==> config.mk <==
export PLATFORM = sky130hd
export DESIGN_NAME = wb_rr_arbiter
export DESIGN_NICKNAME = d
export VERILOG_FILES = /design/src/rtl/wb_rr_arbiter.sv
export SDC_FILE = /design/constraint.sdc
export NUM_CORES = 1
export LEC_CHECK = 0
export ABC_AREA = 1
export CORE_ASPECT_RATIO = 0.5
export CORE_MARGIN = 10
export CORE_UTILIZATION = 19
export DETAILED_ROUTE_END_ITERATION = 8
export PLACE_DENSITY = 0.81
export SYNTH_ARGS = -nofsm -noshare
export SYNTH_HDL_FRONTEND = slang
export SYNTH_SLANG_ARGS = --single-unit
==> constraint.sdc <==
create_clock -name clk -period 1 [get_ports clk]
set_clock_uncertainty 0.05 [all_clocks]
set_input_delay 0.1 -clock clk [delete_from_list [all_inputs] [get_ports clk]]
set_output_delay 0.1 -clock clk [all_outputs]
set_load 0.005 [all_outputs]
==> src/rtl/wb_rr_arbiter.sv <==
// Round-robin arbiter that lets 2..4 Wishbone B4 classic masters share one slave.
// Defining ARB_TIMEOUT_EN adds a stall watchdog that errors and releases a hung cycle.
module wb_rr_arbiter #(
  parameter int NUM_MASTERS = 2,
  parameter int ADDR_W      = 32,
  parameter int DATA_W      = 32,
  parameter int TIMEOUT     = 255
) (
  input  logic                            clk,
  input  logic                            rst,
  input  logic [NUM_MASTERS-1:0]          m_cyc,
  input  logic [NUM_MASTERS-1:0]          m_stb,
  input  logic [NUM_MASTERS-1:0]          m_we,
  input  logic [NUM_MASTERS*ADDR_W-1:0]   m_adr,
  input  logic [NUM_MASTERS*DATA_W-1:0]   m_dat_w,
  input  logic [NUM_MASTERS*DATA_W/8-1:0] m_sel,
  output logic [NUM_MASTERS-1:0]          m_ack,
  output logic [NUM_MASTERS-1:0]          m_err,
  output logic [DATA_W-1:0]               m_dat_r,
  output logic                            s_cyc,
  output logic                            s_stb,
  output logic                            s_we,
  output logic [ADDR_W-1:0]               s_adr,
  output logic [DATA_W-1:0]               s_dat_w,
  output logic [DATA_W/8-1:0]             s_sel,
  input  logic                            s_ack,
  input  logic                            s_err,
  input  logic [DATA_W-1:0]               s_dat_r,
  output logic [NUM_MASTERS-1:0]          grant
);

  localparam int IDX_W = $clog2(NUM_MASTERS);
  localparam int SEL_W = DATA_W / 8;

  if (NUM_MASTERS < 2 || NUM_MASTERS > 4 || TIMEOUT < 1) begin : g_bad_param
    $error("wb_rr_arbiter: NUM_MASTERS must be 2..4 and TIMEOUT >= 1");
  end

  typedef enum logic {IDLE, OWNED} state_t;

  state_t                 state_q;
  logic [NUM_MASTERS-1:0] grant_q;
  logic [IDX_W-1:0]       idx_q;
  logic [IDX_W-1:0]       last_q;
  logic                   owned;
  logic                   timeout_hit;
  logic                   pick_found;
  logic [IDX_W-1:0]       pick_idx;
  logic [NUM_MASTERS-1:0] pick_oh;

  logic [ADDR_W-1:0] adr_arr [NUM_MASTERS];
  logic [DATA_W-1:0] dat_arr [NUM_MASTERS];
  logic [SEL_W-1:0]  sel_arr [NUM_MASTERS];

  for (genvar gi = 0; gi < NUM_MASTERS; gi++) begin : g_unpack
    assign adr_arr[gi] = m_adr[gi*ADDR_W +: ADDR_W];
    assign dat_arr[gi] = m_dat_w[gi*DATA_W +: DATA_W];
    assign sel_arr[gi] = m_sel[gi*SEL_W +: SEL_W];
  end

  assign owned = (state_q == OWNED);

  // Search starts one past the previous owner, so the last winner has lowest priority.
  always_comb begin
    logic [IDX_W-1:0] cand;
    pick_found = 1'b0;
    pick_idx   = '0;
    pick_oh    = '0;
    for (int k = 1; k <= NUM_MASTERS; k++) begin
      cand = IDX_W'((int'(last_q) + k) % NUM_MASTERS);
      if (!pick_found && m_cyc[cand]) begin
        pick_found = 1'b1;
        pick_idx   = cand;
      end
    end
    pick_oh[pick_idx] = 1'b1;
  end

  always_ff @(posedge clk or posedge rst) begin
    if (rst) begin
      state_q <= IDLE;
      grant_q <= '0;
      idx_q   <= '0;
      last_q  <= IDX_W'(NUM_MASTERS - 1);
    end else begin
      case (state_q)
        IDLE: begin
          if (pick_found) begin
            state_q <= OWNED;
            grant_q <= pick_oh;
            idx_q   <= pick_idx;
          end
        end
        OWNED: begin
          if (!m_cyc[idx_q] || timeout_hit) begin
            state_q <= IDLE;
            grant_q <= '0;
            last_q  <= idx_q;
          end
        end
        default: begin
          state_q <= IDLE;
          grant_q <= '0;
        end
      endcase
    end
  end

`ifdef ARB_TIMEOUT_EN
  localparam int CNT_W = $clog2(TIMEOUT + 1);
  logic [CNT_W-1:0] cnt_q;

  assign timeout_hit = owned && (cnt_q == CNT_W'(TIMEOUT));

  // Counts only stalled strobes; any slave response restarts the window.
  always_ff @(posedge clk or posedge rst) begin
    if (rst) begin
      cnt_q <= '0;
    end else if (!owned || timeout_hit || s_ack || s_err) begin
      cnt_q <= '0;
    end else if (s_stb) begin
      cnt_q <= cnt_q + 1'b1;
    end
  end
`else
  assign timeout_hit = 1'b0;
`endif

  assign grant   = grant_q;
  assign s_cyc   = owned & m_cyc[idx_q] & ~timeout_hit;
  assign s_stb   = owned & m_stb[idx_q] & ~timeout_hit;
  assign s_we    = owned & m_we[idx_q];
  assign s_adr   = adr_arr[idx_q];
  assign s_dat_w = dat_arr[idx_q];
  assign s_sel   = sel_arr[idx_q];
  assign m_dat_r = s_dat_r;
  // grant_q is all-zero in IDLE, which also masks the responses there.
  assign m_ack   = grant_q & {NUM_MASTERS{s_ack}};
  assign m_err   = (grant_q & {NUM_MASTERS{s_err}}) | (timeout_hit ? grant_q : '0);

endmodule
==> flow_metrics.py <==
metrics = {
    "place": {
        "dp_slack_ps": -620,
        "io_buffers": 222,
        "hpwl_um": 8220,
        "dp_cells": 580,
        "routabilityCongestion": 0.867,
    },
    "final_layout": {
        "final_nets": 705,
        "area_growth_pct": 224,
        "final_cells": 622,
        "drive_gt1_share_pct": 50.8,
        "regArea_um2": 130,
        "fillCellCount": 614,
        "num_antenna_cells": 0,
        "multi_input_area_mm2": 0.00139,
    },
    "route": {
        "routed_wl_um": 11900,
        "vias": 2692,
        "routed_via_density": 4.33,
        "drc": 0,
        "wl_per_cell_um": 19.2,
        "final_antenna_net_count": 0,
        "drt-initial-drc-count": 98,
        "firstDrtPassIters": 4,
    },
    "run": {
        "cap_viol_max_count": 0,
    },
    "sta": {
        "hold_viol_final": 0,
        "maxSlewViolCount": 0,
        "finalWorstPathRequiredPeriod_ps": 1540,
        "relSlewSlack_pct": 84.6,
        "fmax_mhz": 650,
        "holdWs_ps": 42.3,
        "setup-violations-final": 81,
        "worst_pin_slew_ps": 230,
        "rsz0062_at_grt": "true",
        "setup_ws_ps": -539,
        "period_share_pct": 154,
    },
    "clock_network": {
        "cts_made_buffers": 3,
        "htree_levels": 1,
        "clkLatencyLatePin_ps": 230,
        "cts_hold_buf": 0,
        "clk_path_buf_depth": 2,
        "cts.sinks": 5,
        "clk_pin_slew_ps": 30,
        "cts_tree": "yes",
        "cts_root_buffer": "clkbuf_16",
    },
    "worst_setup_path": {
        "crit_type": "reg2out",
        "cp-startpoint": "idx_q",
        "crit_path_start_kind": "flop",
        "cp_max_fo": 5,
        "cp.arrival_ps": 1390,
        "rr_worst_depth": 7,
        "worst_setup_path_end_kind": "primary output",
        "critical_path_required_ps": 850,
        "r2r_start": "idx_q",
    },
    "die": {
        "initial_utilization_pct": 19.5,
        "fp.dieH_um": 81.2,
        "io_pins": 287,
        "die_area_mm2": 0.0116,
        "die_w_um": 142,
        "core_area_mm2": 0.00729,
        "row_count": 22,
    },
    "min_path": {
        "hold_class": "in2async",
    },
    "logic_synthesis": {
        "ys.warnings.count": 0,
        "postSynthCellCount": 294,
        "ys_ff_latch": 5,
        "ys_seq_area_share_pct": 8.88,
        "syn_nets": 472,
        "syn_area_mm2": 0.00142,
        "syn_avg_cell_area_um2": 4.84,
        "yosysUniqueCellTypes": 15,
    },
    "global_route": {
        "antenna_found_initial": 0,
        "grt_overflow": 0,
        "grt_start_max_net_pins": 12,
        "grt_util_all_layers_pct": 17.5,
        "first_global_vias": 2762,
        "grt_pass1_wl_um": 15800,
    },
    "pwr": {
        "p_leak_nw": 2.37,
        "finalPower_mw": 11.3,
        "ir_worst_vdd_v": 0.00103,
        "cellPowerDensity_mw_per_mm2": 2460,
    },
    "outcome": {
        "status": "complete, but fails checks",
        "violations": "negative setup slack",
    },
}
==> layout make-up <==
| type | count | share of cell area (%) |
|---|---|---|
| multi-input combinational | 233 | 30.2 |
| inverter | 9 | 0.896 |
| tap | 96 | 2.61 |
| timing repair buffer | 275 | 61.7 |
| clock buffer | 4 | 1.71 |
| sequential | 5 | 2.82 |
==> logic make-up (layout without fill, tap and decap cells) <==
logic type	count (synthesis)	in the layout	share of synthesized area (%)
AND/OR/NAND/NOR	227	227	60.6
buffers and inverters	56	288	28.1
AO/OA/AOI/OAI	6	6	2.37
flip-flops	5	5	8.88
==> critical path, stage by stage, from the launching register on <==
cell	delay [ps]
dfrtp_2	460
inv_8	90
buf_6	110
buf_12	130
buf_16	120
nand2_2	50
nand2_1	70
buf_2	130
==> cell usage after synthesis <==
master | n | area share [%]
buf_4 | 34 | 18
buf_6 | 5 | 4.0
o21ai_2 | 1 | 0.62
inv_1 | 8 | 2.1
nand2_1 | 218 | 58
dfstp_2 | 1 | 1.8
o21ai_0 | 2 | 0.70
buf_2 | 7 | 2.5
nand3_2 | 1 | 0.70
buf_12 | 1 | 1.4
nor2_1 | 5 | 1.3
o21ai_1 | 3 | 1.1
dfrtp_1 | 4 | 7.0
nand3_1 | 3 | 1.1
inv_2 | 1 | 0.26
==> flip-flops by register name, summed over array words and instances, names as in the netlist <==
register	count
owned	1
idx_q	1
last_q	1
grant	2
==> path summary, 6_finish.rpt <==
kind                       slack [ps]           to
setup / recovery                 -540  s_dat_w[15]
setup reg to reg                 -300     grant[1]
max in group asynchronous         610       last_q
hold reg to reg                   440       last_q
hold / removal                     40     grant[1]
min in group clk                  150  m_dat_r[27]
==> per-layer routing <==
metal	GRT usage [%]	wire length [um]	up-vias	share of wire [%]
met5	0	0	-	0
met4	4.22	143	0	1.2
met3	4.95	761	14	6.4
met2	32.4	6600	92	55
met1	19.8	4420	1278	37
li1	-	-	1308	-
==> per-stage QoR <==
step	instance area, um2	TNS, ps	util, %
2_1_floorplan	1420	0	-
3_3_place_gp	3550	-39210	48.7
3_5_place_dp	3550	-39730	48.7
4_1_cts	4190	-35580	57.5
5_1_grt	4610	-37390	63.2
6_report	4610	-34310	63.2
==> timing repair <==
| action | CTS | global route |
|---|---|---|
| gates resized for setup | 421 | 123 |
| setup endpoints to repair | 82 | 81 |
| cloned | 12 | 3 |
| setup buffers | 28 | 2 |
| pin swaps | 26 | 31 |
==> report_power, final <==
group,internal [mW],switching (mW)
Clock,0.529,0.137
Sequential,0.316,0.133
Combinational,5.73,4.48
Total,6.57,4.75
==> cell usage in the layout (no fill, tap or decap), drive strengths merged <==
| cell | Yosys | layout |
|---|---|---|
| nand2 | 218 | 218 |
| clkdlybuf4s50 | 0 | 145 |
| buf | 47 | 124 |
| clkbuf | 0 | 10 |
| inv | 9 | 9 |
| o21ai | 6 | 6 |
| nor2 | 5 | 5 |
| dfrtp | 4 | 4 |
| nand3 | 4 | 4 |
| dfstp | 1 | 1 |
(Power assumes the default switching activity.)
